## config.mk

```make
export PLATFORM = sky130hd
export DESIGN_NAME = note_hit_judge
export DESIGN_NICKNAME = d
export VERILOG_FILES = /design/src/rtl/note_hit_judge.sv
export SDC_FILE = /design/constraint.sdc
export NUM_CORES = 1
export LEC_CHECK = 0
export ABC_AREA = 1
export ABC_CLOCK_PERIOD_IN_PS = 7800
export CAP_MARGIN = 20
export CORE_MARGIN = 2
export CORE_UTILIZATION = 50
export DETAILED_ROUTE_END_ITERATION = 16
export PLACE_DENSITY = 0.67
export SYNTH_ARGS = -nofsm -noshare
export SYNTH_HDL_FRONTEND = slang
export SYNTH_SLANG_ARGS = --single-unit
```

## constraint.sdc

```tcl
create_clock -name clk -period 7.8 [get_ports clk]
set_input_delay 1.56 -clock clk [delete_from_list [all_inputs] [get_ports clk]]
set_output_delay 1.56 -clock clk [all_outputs]
set_load 0.05 [all_outputs]
```

## src/rtl/note_hit_judge.sv

```systemverilog
// Judges debounced lane presses against note arrival ticks for the rhythm game.
// Each lane keeps a FIFO of arrival timestamps; outputs are registered pulses plus score/combo.
module note_hit_judge #(
    parameter int TRAVEL_TICKS = 490,
    parameter int WINDOW       = 20,
    parameter int PERFECT      = 6,
    parameter int DEPTH        = 8,
    parameter int TS_W         = 12
) (
    input  logic        clk,
    input  logic        reset_n,
    input  logic        tick,
    input  logic        clear,
    input  logic        note_valid,
    input  logic [2:0]  note_lanes,
    input  logic [2:0]  btn,
    output logic [2:0]  hit_pulse,
    output logic [2:0]  perfect_pulse,
    output logic [2:0]  miss_pulse,
    output logic [2:0]  stray_pulse,
    output logic [15:0] score,
    output logic [7:0]  combo,
    output logic        overflow
);

    localparam int AW = $clog2(DEPTH);
    localparam logic [AW:0]              PTR_ONE  = (AW+1)'(1);
    localparam logic [TS_W-1:0]          TRAVEL_C = TS_W'(TRAVEL_TICKS);
    localparam logic signed [TS_W-1:0]   WIN_HI   = TS_W'(WINDOW);
    localparam logic signed [TS_W-1:0]   WIN_LO   = TS_W'(-WINDOW);
    localparam logic signed [TS_W-1:0]   PERF_HI  = TS_W'(PERFECT);
    localparam logic signed [TS_W-1:0]   PERF_LO  = TS_W'(-PERFECT);

    function automatic logic [1:0] count3(input logic [2:0] v);
        count3 = {1'b0, v[0]} + {1'b0, v[1]} + {1'b0, v[2]};
    endfunction

    logic [TS_W-1:0] now_r;
    logic [2:0]      hit_s;
    logic [2:0]      perfect_s;
    logic [2:0]      miss_s;
    logic [2:0]      stray_s;
    logic [2:0]      drop_s;

    // Free-running tick timestamp; clear deliberately leaves it running.
    always_ff @(posedge clk or negedge reset_n) begin
        if (!reset_n) begin
            now_r <= {TS_W{1'b0}};
        end else if (tick) begin
            now_r <= now_r + TS_W'(1);
        end
    end

    for (genvar i = 0; i < 3; i++) begin : g_lane
        logic [TS_W-1:0]        mem_r [DEPTH];
        logic [AW:0]            rd_ptr_r;
        logic [AW:0]            wr_ptr_r;
        logic                   empty_s;
        logic                   full_s;
        logic signed [TS_W-1:0] d_s;
        logic                   miss_l_s;
        logic                   in_win_s;
        logic                   hit_l_s;
        logic                   pop_s;
        logic                   spawn_s;
        logic                   push_s;

        assign empty_s  = (rd_ptr_r == wr_ptr_r);
        assign full_s   = (rd_ptr_r[AW] != wr_ptr_r[AW]) &&
                          (rd_ptr_r[AW-1:0] == wr_ptr_r[AW-1:0]);
        // Signed distance is unambiguous because travel plus window stays below half the range.
        assign d_s      = now_r - mem_r[rd_ptr_r[AW-1:0]];
        assign miss_l_s = !empty_s && (d_s > WIN_HI);
        assign in_win_s = !empty_s && !miss_l_s && (d_s >= WIN_LO);
        assign hit_l_s  = btn[i] && in_win_s;
        assign pop_s    = miss_l_s || hit_l_s;
        assign spawn_s  = !clear && note_valid && note_lanes[i];
        assign push_s   = spawn_s && (!full_s || pop_s);

        assign miss_s[i]    = miss_l_s;
        assign hit_s[i]     = hit_l_s;
        assign perfect_s[i] = hit_l_s && (d_s >= PERF_LO) && (d_s <= PERF_HI);
        assign stray_s[i]   = btn[i] && !hit_l_s;
        assign drop_s[i]    = spawn_s && full_s && !pop_s;

        // Arrival storage; a full FIFO popping this cycle overwrites the slot being retired.
        always_ff @(posedge clk) begin
            if (push_s) begin
                mem_r[wr_ptr_r[AW-1:0]] <= now_r + TRAVEL_C;
            end
        end

        // FIFO pointers carry an extra wrap bit to tell full from empty.
        always_ff @(posedge clk or negedge reset_n) begin
            if (!reset_n) begin
                rd_ptr_r <= {(AW+1){1'b0}};
                wr_ptr_r <= {(AW+1){1'b0}};
            end else if (clear) begin
                rd_ptr_r <= {(AW+1){1'b0}};
                wr_ptr_r <= {(AW+1){1'b0}};
            end else begin
                if (pop_s) begin
                    rd_ptr_r <= rd_ptr_r + PTR_ONE;
                end
                if (push_s) begin
                    wr_ptr_r <= wr_ptr_r + PTR_ONE;
                end
            end
        end
    end

    logic [1:0]  hits_s;
    logic [2:0]  add_s;
    logic [16:0] score_sum_s;
    logic [8:0]  combo_sum_s;
    logic [15:0] score_nxt_s;
    logic [7:0]  combo_nxt_s;

    assign hits_s      = count3(hit_s);
    assign add_s       = {1'b0, hits_s} + {1'b0, count3(perfect_s)};
    assign score_sum_s = {1'b0, score} + {14'd0, add_s};
    assign combo_sum_s = {1'b0, combo} + {7'd0, hits_s};

    // Saturating score and combo; any miss this cycle discards the cycle's hits from combo.
    always_comb begin
        score_nxt_s = score;
        combo_nxt_s = combo;
        if (score_sum_s[16]) begin
            score_nxt_s = 16'hFFFF;
        end else begin
            score_nxt_s = score_sum_s[15:0];
        end
        if (|miss_s) begin
            combo_nxt_s = 8'd0;
        end else if (combo_sum_s[8]) begin
            combo_nxt_s = 8'hFF;
        end else begin
            combo_nxt_s = combo_sum_s[7:0];
        end
    end

    // Registered judgement outputs; clear zeroes everything and masks the cycle's pulses.
    always_ff @(posedge clk or negedge reset_n) begin
        if (!reset_n) begin
            hit_pulse     <= 3'b000;
            perfect_pulse <= 3'b000;
            miss_pulse    <= 3'b000;
            stray_pulse   <= 3'b000;
            score         <= 16'd0;
            combo         <= 8'd0;
            overflow      <= 1'b0;
        end else if (clear) begin
            hit_pulse     <= 3'b000;
            perfect_pulse <= 3'b000;
            miss_pulse    <= 3'b000;
            stray_pulse   <= 3'b000;
            score         <= 16'd0;
            combo         <= 8'd0;
            overflow      <= 1'b0;
        end else begin
            hit_pulse     <= hit_s;
            perfect_pulse <= perfect_s;
            miss_pulse    <= miss_s;
            stray_pulse   <= stray_s;
            score         <= score_nxt_s;
            combo         <= combo_nxt_s;
            if (|drop_s) begin
                overflow <= 1'b1;
            end
        end
    end

endmodule

```

After elaboration in Yosys (flattened, before gate mapping)

Memory sizes are Yosys's and may differ from the RTL's.
Index checks and enable logic that the tools add are counted.

Logic and storage cells: 153
Memory bits (writable): 288
Memories: 3
Bits in latches: 0
Bits in read-only memories: 0
Output and inout bits: 37
Register bits: 73

Memories:

| memory          | depth | width | read ports | clocked after memory_dff | wr ports | RTL line | text |
|---|---|---|---|---|---|---|---|
| g_lane[0].mem_r | 8     | 12    | 1          | 0                        | 1        | 55       | `logic [TS_W-1:0] mem_r [DEPTH];` |
| g_lane[1].mem_r | 8     | 12    | 1          | 0                        | 1        | 55       |  |
| g_lane[2].mem_r | 8     | 12    | 1          | 0                        | 1        | 55       |  |

Shifts and indexed selects: 0
Eq/ne operators: 9
Add/subtract/negate cells: 18
Bitwise operators: 0
Div/mod/pow operators: 0
$mul: 0
Magnitude comparators: 12
Muxes and demuxes: 29
Reduce and logical (&&, ||, !) cells: 68

Operators with widths:

| kind                  | count |
|---|---|
| $mux 4                | 12 |
| $logic_and 1x1->1     | 37 |
| $ge 12x4->1 const B   | 3 |
| $ge 12x6->1 const B   | 3 |
| $gt 12x6->1 const B   | 3 |
| $le 12x4->1 const B   | 3 |
| $sub 12x12->12        | 3 |
| $mux 16               | 2 |
| $add 4x1->4 const B   | 6 |
| $mux 8                | 3 |
| $add 16x3->17         | 1 |
| $logic_not 1->1       | 16 |
| $reduce_bool 2->1     | 7 |
| $add 12x1->12 const B | 1 |
| $add 12x9->12 const B | 1 |
| $eq 4x4->1            | 3 |
| $mux 3                | 4 |
| $add 8x2->9           | 1 |
| $eq 3x3->1            | 3 |
| $mux 1                | 8 |
| $logic_or 1x1->1      | 6 |
| $reduce_or 3->1       | 2 |
| $add 1x1->2           | 2 |
| $add 2x1->2           | 2 |
| other kinds (2)       | 4 |

Depth between registers and ports, before layout

Gate-level depths: netlist of run 1.
An unclocked memory read counts as a cell.

Depth in word-level cells: 16
Depth in mapped cells: 35
Gate-level depth less buffers: 34

Worst setup path before layout of run 1

OpenSTA, ideal clock, no wires.

Kind: register -> register
Start: register g_lane[2].rd_ptr_r[0]
End: register score[14]
Period minus slack after synthesis: 5.509 ns
Slack: 2.291 ns
Data required time: 7.734 ns
Buffers on the path: 2
Data arrival time: 5.443 ns
Stages on the path, launching flop included: 31
Cell sequence: dfrtp_1 > inv_2 > clkbuf_1 > clkbuf_1 > o21ai_0 > a31oi_1 > ha_1 > inv_1 > fa_1 > nand3_1 > nand3_1 > xnor2_1 > a21o_1 > clkinv_1 > nor2_2 > nand2_2 > a21oi_4 > nand3_4 > fa_1 > inv_1 > fa_1 > inv_1 > fa_1 > nor2_1 > o21a_1 > nand3_1 > nor2_1 > nand4_1 > nor4_1 > o21ai_0 > inv_1

Longest elaborated chain between the ends: 15
Elaborated cells between the ends (all ways): 21
Those cells by class: add/sub (5); order compare (4); eq/ne (1); mux (2); reduce/logical (8); memory (1)

RTL lines:

| what                            | RTL line | text |
|---|---|---|
| start: declaration              | 56       | `logic [AW:0] rd_ptr_r;` |
| start signal: assignment        | 96       | `rd_ptr_r <= {(AW+1){1'b0}};` |
| start signal: assignment        | 99       | `rd_ptr_r <= {(AW+1){1'b0}};` |
| start signal: assignment        | 103      | `rd_ptr_r <= rd_ptr_r + PTR_ONE;` |
| $mem_v2 8x12                    | n/a      |  |
| $sub 12x12->12                  | 72       | `assign d_s = now_r - mem_r[rd_ptr_r[AW-1:0]];` |
| $gt 12x6->1                     | 73       | `assign miss_l_s = !empty_s && (d_s > WIN_HI);` |
| $logic_and 1x1->1               | 73       |  |
| $logic_not 1->1                 | 74       | `assign in_win_s = !empty_s && !miss_l_s && (d_s >= WIN_LO);` |
| $logic_and 1x1->1 (2 in series) | 74       |  |
| $logic_and 1x1->1               | 75       | `assign hit_l_s = btn[i] && in_win_s;` |
| $logic_and 1x1->1 (2 in series) | 82       | `assign perfect_s[i] = hit_l_s && (d_s >= PERF_LO) && (d_s <= PERF_HI);` |
| $add 2x1->2                     | 35       | `count3 = {1'b0, v[0]} + {1'b0, v[1]} + {1'b0, v[2]};` |
| $add 2x2->3 *                   | 120      | `assign add_s = {1'b0, hits_s} + {1'b0, count3(perfect_s)};` |
| $add 16x3->17 *                 | 121      | `assign score_sum_s = {1'b0, score} + {14'd0, add_s};` |
| $mux 16 *                       | 128      | `if (score_sum_s[16]) begin` |
| $mux 16 *                       | 152      | `end else if (clear) begin` |
| end signal: assignment          | 165      | `score <= score_nxt_s;` |
| end: declaration                | 21       | `output logic [15:0] score,` |

Every way passes the cells marked *; elsewhere a longest branch is shown, timed or not.
A chain may end at the register's enable or synchronous reset.

Worst setup path in the final report of run 1

Start: register g_lane[2].rd_ptr_r[1]
End: register score[14]

The elaborated chain is that of the path after synthesis.

==> summary.md, run 1 <==
| Metric | Value |
|---|---|
| Hold endpoint | `g_lane[1].wr_ptr_r[3]` |
| Adder-Cell Fraction of Synth Area | `4.23%` |
| Critical path class | `flop to flop` |
| Worst path required time | `8.29 ns` |
| CTS tree | `done` |
| Cell Area, Synth | `between 15000 and 20000 um^2` |
| Remaining antenna violation count | `0` |
| 1st-iter DRT viols | `around 1000` |
| Setup TNS | `0 ns` |
| Crit end category | `flop` |
| Rows | `68` |
| Delay-heaviest family, CP | `simple AND/OR/NAND/NOR gates` |
| Fraction of layout cells with a size suffix above 1 | `8.73%` |
| Highest clock rate | `150 MHz` |
| Worst vdd ir | `~0.22 mV` |
| Largest net degree at the start of global routing | `74` |
| Reg-to-Reg End | `score[14]` |
| Root Driver | `clkbuf_16` |
| Setup Skew | `between 0.03 and 0.04 ns` |
| Number of synthesized flops with an enable pin | `288` |
| Slew HR | `29.5%` |
| Period utilization | `a little under nine tenths` |
| XOR/XNOR Fraction of Synth Area | `about 2.9%` |
| RR Startpoint | `g_lane[2].rd_ptr_r[1]` |
| Post-CTS Resized | `0` |
| Largest area contributor in the netlist | `edfxtp_1` |
| Post-synthesis simple-gate area fraction | `18.2%` |
| Antenna diodes | `0` |
| CTS Buf Count | `38` |
| Total gr overflow | `0` |
| Synth-to-Final Area Change | `13.6%` |
| Overall die height | `192 um` |
| Hold WS | `0.581 ns` |
| Mapped Avg Cell Area | `10.1 um^2` |
| Ys async rst share | `20.2%` |
| Max_cap viols | `0` |
| Top FF cell, synth | `edfxtp_1` |
| Finish-stage setup viols | `0` |
| Via count | `roughly 13000` |
| Syn Inst Count | `approximately 1800` |
| Fillers | `2927` |
| R2r worst-path depth | `31` |
| Reg clk slew, reported paths | `about 0.06 ns` |
| Post-Layout Cell Count | `~2300` |
| Inst Count DP | `2224` |
| Post-synthesis compound-gate area fraction | `between 10% and 20%` |
| Worst Tran Pin Value | `1.05 ns` |
| Final Net Count | `1881` |
| First-pass GRT wire length | `68.4 mm` |
| Top cell by count, worst path | `nor2_1` |
| Critical path arrival | `7.18 ns` |
| Synth cell types | `53` |
| Mux cell area share after synthesis | `0%` |
| Final WL | `about 44 mm` |
| Post-CTS Setup Bufs | `0` |
| Startpoint types | `flop` |
| Endpoints failing hold | `0` |
| Syn nets | `1819` |
| Worst path slowest cell | `dfrtp_1` |
| Hold WC Path Type | `flop to flop` |
| First-pass DRT Iterations | `7` |
| WHS Path Cells | `2` |
| I/O pin cnt | `48` |
| Max Buffers Root-to-Sink | `3` |
| Die Wd | `between 150 and 200 um` |
| Synthesized flop and latch total | `361` |
| Die ar. | `36900 um^2` |
| Status | `complete, no violations` |
| Core Area | `34700 um^2` |
| Minimum clock period | `~6.7 ns` |
| Post-DP HPWL | `29.4 mm` |
| I/O Buffers | `47` |
| Synth top area share | `48.9%` |
| Wirelength per Cell | `19.2 um` |
| RSZ-0062 raised after global routing | `false` |
| Largest family of logic cells by synthesized area | `simple AND/OR/NAND/NOR gates` |
| LEAKAGE | `8.04 nW` |
| Synth top area cells | `edfxtp_1 (49%), dfrtp_1 (10%), nor2_1 (5.9%)` |
| Post-synthesis sequential area ratio | `59.3%` |
| # clock sinks | `361` |
| Crit-path max cell delay | `0.58 ns` |
| Vias in the first global route | `12200` |
| # DRC | `0` |
| Critical path buffers and inverters | `5` |
| Final Wtd Congestion | `roughly 0.9` |
| Total track usage | `24.5%` |
| Clk Latency, worst-skew pair | `0.57 ns` |
| Power Density | `362 nW/um^2` |
| Hold wc startpoint | `g_lane[1].wr_ptr_r[3]` |
| Total of warnings raised by yosys | `0` |
| Starting Density | `approximately 51%` |
| Hold_buf cts | `0` |
| Initial antenna violation count | `0` |
| Vias per inst | `between 5 and 6` |
| Final Max Tran Viols | `0` |
| H-tree levels | `2` |
| CP Max Fanout | `26` |
| Flop2flop setup slack | `1.12 ns` |
| Pwr Total | `7.26 mW` |
routing by layer:
metal | vias up | wire (um) | GRT usage [%]
met4 | 0 | 1010 | 6.78
li1 | 6200 | - | -
met5 | - | 0 | 0
met2 | 366 | 21200 | 41.0
met3 | 57 | 2510 | 4.13
met1 | 6198 | 19500 | 33.1
cell type report:
class	instances	area (um^2)	area share (%)
timing repair buffer	90	833	4.15
clock inverter	23	196	0.979
tap	455	569	2.84
multi-input combinational	1169	6410	31.9
inverter	155	587	2.92
sequential	361	10500	52.2
clock buffer	46	1000	4.99
worst max-delay path by stage:
stage | start | to | slack [ns] | depth (start not counted)
2_1_floorplan | g_lane[2].rd_ptr_r[0] | score[14] | 2.29 | 30
3_3_place_gp | g_lane[2].rd_ptr_r[1] | score[14] | 1.39 | 31
3_5_place_dp | g_lane[2].rd_ptr_r[1] | score[14] | 1.25 | 31
4_1_cts | g_lane[2].rd_ptr_r[1] | score[14] | 1.20 | 31
5_1_grt | g_lane[2].rd_ptr_r[1] | score[14] | 0.54 | 31
6_report | g_lane[2].rd_ptr_r[1] | score[14] | 1.12 | 31
kinds of logic (layout without fill, tap and decap cells):
group	Yosys count	in the layout
AND/OR/NAND/NOR	733	733
flip-flops	361	361
AO/OA/AOI/OAI	325	325
buffers and inverters	223	314
XOR/XNOR	56	56
adder cells (fa/ha/maj)	55	55
power breakdown:
group | leakage [nW] | internal, mW | total, mW | switching [mW]
clock network | 0.591 | 1.02 | 1.76 | 0.740
registers | 3.61 | 2.40 | 2.51 | 0.108
logic | 3.84 | 0.886 | 3.00 | 2.11
metrics by stage:
step	setup WS (ns)	area, um^2	util, %
global placement	1.39	18700	54.0
floorplan	2.29	17700	-
detailed placement	1.25	18800	54.2
finish	1.12	20100	57.8
CTS	1.20	20000	57.6
global route	0.544	20100	57.8
synth_stat cells (5+ instances only):
cell type    n
a21oi_1     34
a21oi_2      5
a31oi_1      5
buf_2        5
clkbuf_1    58
dfrtp_1     73
edfxtp_1   288
fa_1         8
ha_1        47
inv_1      145
inv_2        8
nand2_1    271
nand2_2     10
nand3_1    102
nand3_2      9
nand3b_1     5
nand4_1     20
nor2_1     276
nor3_1      15
o21ai_0    183
o21ai_1     12
o221ai_1    30
o22ai_1     33
xnor2_1     11
xor2_1      43
cells in the final DEF (no fill, tap or decap), types with 10 or more instances in the layout:
cell type        synthesis  layout
ha_1                    47      47
buf_4                    1      37
clkinv_1                 1      11
o21ai_0                183     183
o221ai_1                30      30
nor3_1                  15      15
a21oi_1                 34      34
nor2_1                 276     276
edfxtp_1               288     288
inv_1                  145     145
nand2_2                 10      10
clkbuf_16                0      38
nand4_1                 20      20
nand3_1                102     102
clkdlybuf4s50_1          0      46
o22ai_1                 33      33
dfrtp_1                 73      73
nand2_1                271     271
o21ai_1                 12      12
xor2_1                  43      38
sequential cells by signal, summed over array words and instances (netlist names):
name             cells
g_lane.mem_r       288
score               16
g_lane.rd_ptr_r     12
g_lane.wr_ptr_r     12
now_r               12
combo                8
hit_pulse            3
miss_pulse           3
perfect_pulse        3
stray_pulse          3
overflow             1
worst reg2reg max path: cells and delay by family, from the launching register on:
kind,cells,cell delay [ns]
xor gates and xnor gates,1,0.45
AOI/OAI and AO/OA,5,0.93
DFF,1,0.58
and+or+nand+nor,15,2.19
adders and majority gates,5,1.73
buffers and inverters,5,0.74
(Power assumes the default switching activity.)
==> inputs of run 2 (changes only) <==
Settings changed: CAP_MARGIN 20 to default, GPL_ROUTABILITY_DRIVEN from default to 0.
==> summary.md, run 2 (synthesis results as in run 1) <==
| Metric | Value |
|---|---|
| Finish-stage setup viols | `0 (unchanged)` |
| Largest net degree at the start of global routing | `74 (unchanged)` |
| Wirelength per Cell | `18.9 um (-1.9%)` |
| RSZ-0062 raised after global routing | `false` |
| Die ar. | `36900 um^2 (unchanged)` |
| Post-DP HPWL | `28.1 mm (-4.5%)` |
| R2r worst-path depth | `30 (-3.2%)` |
| First-pass GRT wire length | `66.7 mm (-2.4%)` |
| Hold WC Path Type | `flop to flop` |
| I/O Buffers | `47 (unchanged)` |
| Hold endpoint | `overflow` |
| Crit end category | `flop` |
| Clk Latency, worst-skew pair | `0.56 ns (about the same)` |
| Total gr overflow | `0 (unchanged)` |
| Most common cell after layout, fill and taps aside | `edfxtp_1` |
| Top cell by count, worst path | `inv_1` |
| Fraction of layout cells with a size suffix above 1 | `8.23% (-0.50 points)` |
| First-pass DRT Iterations | `5 (-2)` |
| Remaining antenna violation count | `0 (unchanged)` |
| Period utilization | `84.0% (-1.7 points)` |
| Delay-heaviest family, CP | `simple AND/OR/NAND/NOR gates` |
| Critical path class | `flop to flop` |
| Status | `complete, no violations` |
| Minimum clock period | `6.55 ns (-0.134 ns)` |
| Crit-path max cell delay | `0.58 ns (about the same)` |
| Worst Tran Pin Value | `1.32 ns (+0.262 ns)` |
| I/O pin cnt | `48 (unchanged)` |
| Synth-to-Final Area Change | `13.2%` |
| Setup Skew | `0.0190 ns (-0.0141 ns)` |
| Critical path buffers and inverters | `6 (+1)` |
| Total track usage | `23.8% (-0.68 points)` |
| Rows | `68 (unchanged)` |
| # clock sinks | `361 (unchanged)` |
| Critical path arrival | `7.04 ns (-0.14 ns)` |
| Power Density | `365 nW/um^2 (+0.93%)` |
| Via count | `13000 (+1.1%)` |
| Root Driver | `clkbuf_16` |
| Die Wd | `192 um (unchanged)` |
| Setup TNS | `0 ns (unchanged)` |
| Reg clk slew, reported paths | `0.06 ns (about the same)` |
| Endpoints failing hold | `0 (unchanged)` |
| Vias in the first global route | `12100 (-0.91%)` |
| Max_cap viols | `0 (unchanged)` |
| Flop2flop setup slack | `1.25 ns (+0.13 ns)` |
| H-tree levels | `2 (unchanged)` |
| Slew HR | `11.9% (-18 points)` |
| RR Startpoint | `g_lane[2].rd_ptr_r[0]` |
| Post-CTS Setup Bufs | `0 (unchanged)` |
| Startpoint types | `flop` |
| Antenna diodes | `0 (unchanged)` |
| Reg-to-Reg End | `score[14]` |
| Overall die height | `192 um (unchanged)` |
| LEAKAGE | `7.98 nW (-0.73%)` |
| WHS Path Cells | `2 (unchanged)` |
| CTS Buf Count | `40 (+5.3%)` |
| WP depth | `30 (-3.2%)` |
| Core Area | `34700 um^2 (unchanged)` |
| 1st-iter DRT viols | `1032 (+2.7%)` |
| CTS tree | `done` |
| Final Net Count | `1870 (-0.58%)` |
| Worst path required time | `8.29 ns (about the same)` |
| Final Max Tran Viols | `0 (unchanged)` |
| Max Buffers Root-to-Sink | `3 (unchanged)` |
| Flip-flop count of the largest register after layout | `288 (unchanged)` |
| Worst vdd ir | `0.200 mV (-11%)` |
| Initial antenna violation count | `0 (unchanged)` |
| # DRC | `0 (unchanged)` |
| Highest clock rate | `153 MHz (+2.0%)` |
| Final WL | `43.2 mm (-2.3%)` |
| Post-CTS Resized | `0 (unchanged)` |
| Hold wc startpoint | `overflow` |
| Starting Density | `50.9% (unchanged)` |
| CP Max Fanout | `50 (+92%)` |
| Hold_buf cts | `0 (unchanged)` |
| Core Util, Final | `57.6% (-0.20 points)` |
| Vias per inst | `5.66 (+1.5%)` |
| Most frequent cells in the layout | `edfxtp_1 (288), nor2_1 (276), nand2_1 (271), o21ai_0 (183), inv_1 (145)` |
| Worst path slowest cell | `inv_2` |
run 2: changes by cell type in the layout (fill, tap and decap cells not counted), sizes merged:
cell	delta
inv	-2
clkinvlp	+1
buf	-13
clkbuf	+11
bufinv	-1
clkinv	-5
run 2: through the flow:
stage | hold slack (ns) | worst slack [ns] | std cells | cell area [um^2] | power [mW]
floorplan | 0.529 | 2.29 | 1753 | 17700 | 4.61
global placement | 0.554 | 1.51 | 2217 | 18700 | 5.42
detailed placement | 0.559 | 1.39 | 2217 | 18700 | 5.48
CTS | 0.568 | 1.33 | 2290 | 20000 | 7.31
global route | 0.600 | 0.633 | 2290 | 20000 | 7.75
finish | 0.565 | 1.25 | 2290 | 20000 | 7.30
run 2: area by class of cell:
cell class              instances  area, um^2
fillers                      2913       14700
repair buffers                 77         693
clock buffers                  57        1120
clock inverters                16         151
well taps                     455         569
flip-flops and latches        361       10500
inverters                     155         587
multi-input cells            1169        6410
run 2: worst reg2reg max path, delay by kind of cell (launching register included):
family	cells	cell delay (ns)
DFF	1	0.38
adders and majority gates	5	1.65
buffers and inverters	6	0.98
and+or+nand+nor	11	1.83
xor gates and xnor gates	1	0.35
AOI/OAI and AO/OA	7	1.28
run 2: routing by layer:
metal	vias up	track usage, %	part of all wire, %
met2	428	38.2	46
met4	0	9.92	3.3
li1	6190	-	-
met1	6255	32.7	44
met5	-	0	0
met3	85	3.45	6.4
run 2: how the worst max path moves through the flow:
| stage | from | endpoint | slack, ns |
|---|---|---|---|
| after CTS | g_lane[1].rd_ptr_r[1] | score[14] | 1.33 |
| after floorplan | g_lane[2].rd_ptr_r[0] | score[14] | 2.29 |
| after detailed placement | g_lane[1].rd_ptr_r[1] | score[14] | 1.39 |
| after global placement | g_lane[2].rd_ptr_r[0] | score[14] | 1.51 |
| final | g_lane[2].rd_ptr_r[0] | score[14] | 1.25 |
| after global routing | g_lane[1].rd_ptr_r[1] | score[14] | 0.63 |
run 2: power by group:
group          switching, mW  internal (mW)  total, mW
Combinational           2.08          0.883       2.97
Clock                  0.754           1.07       1.82
Sequential             0.113           2.40       2.51
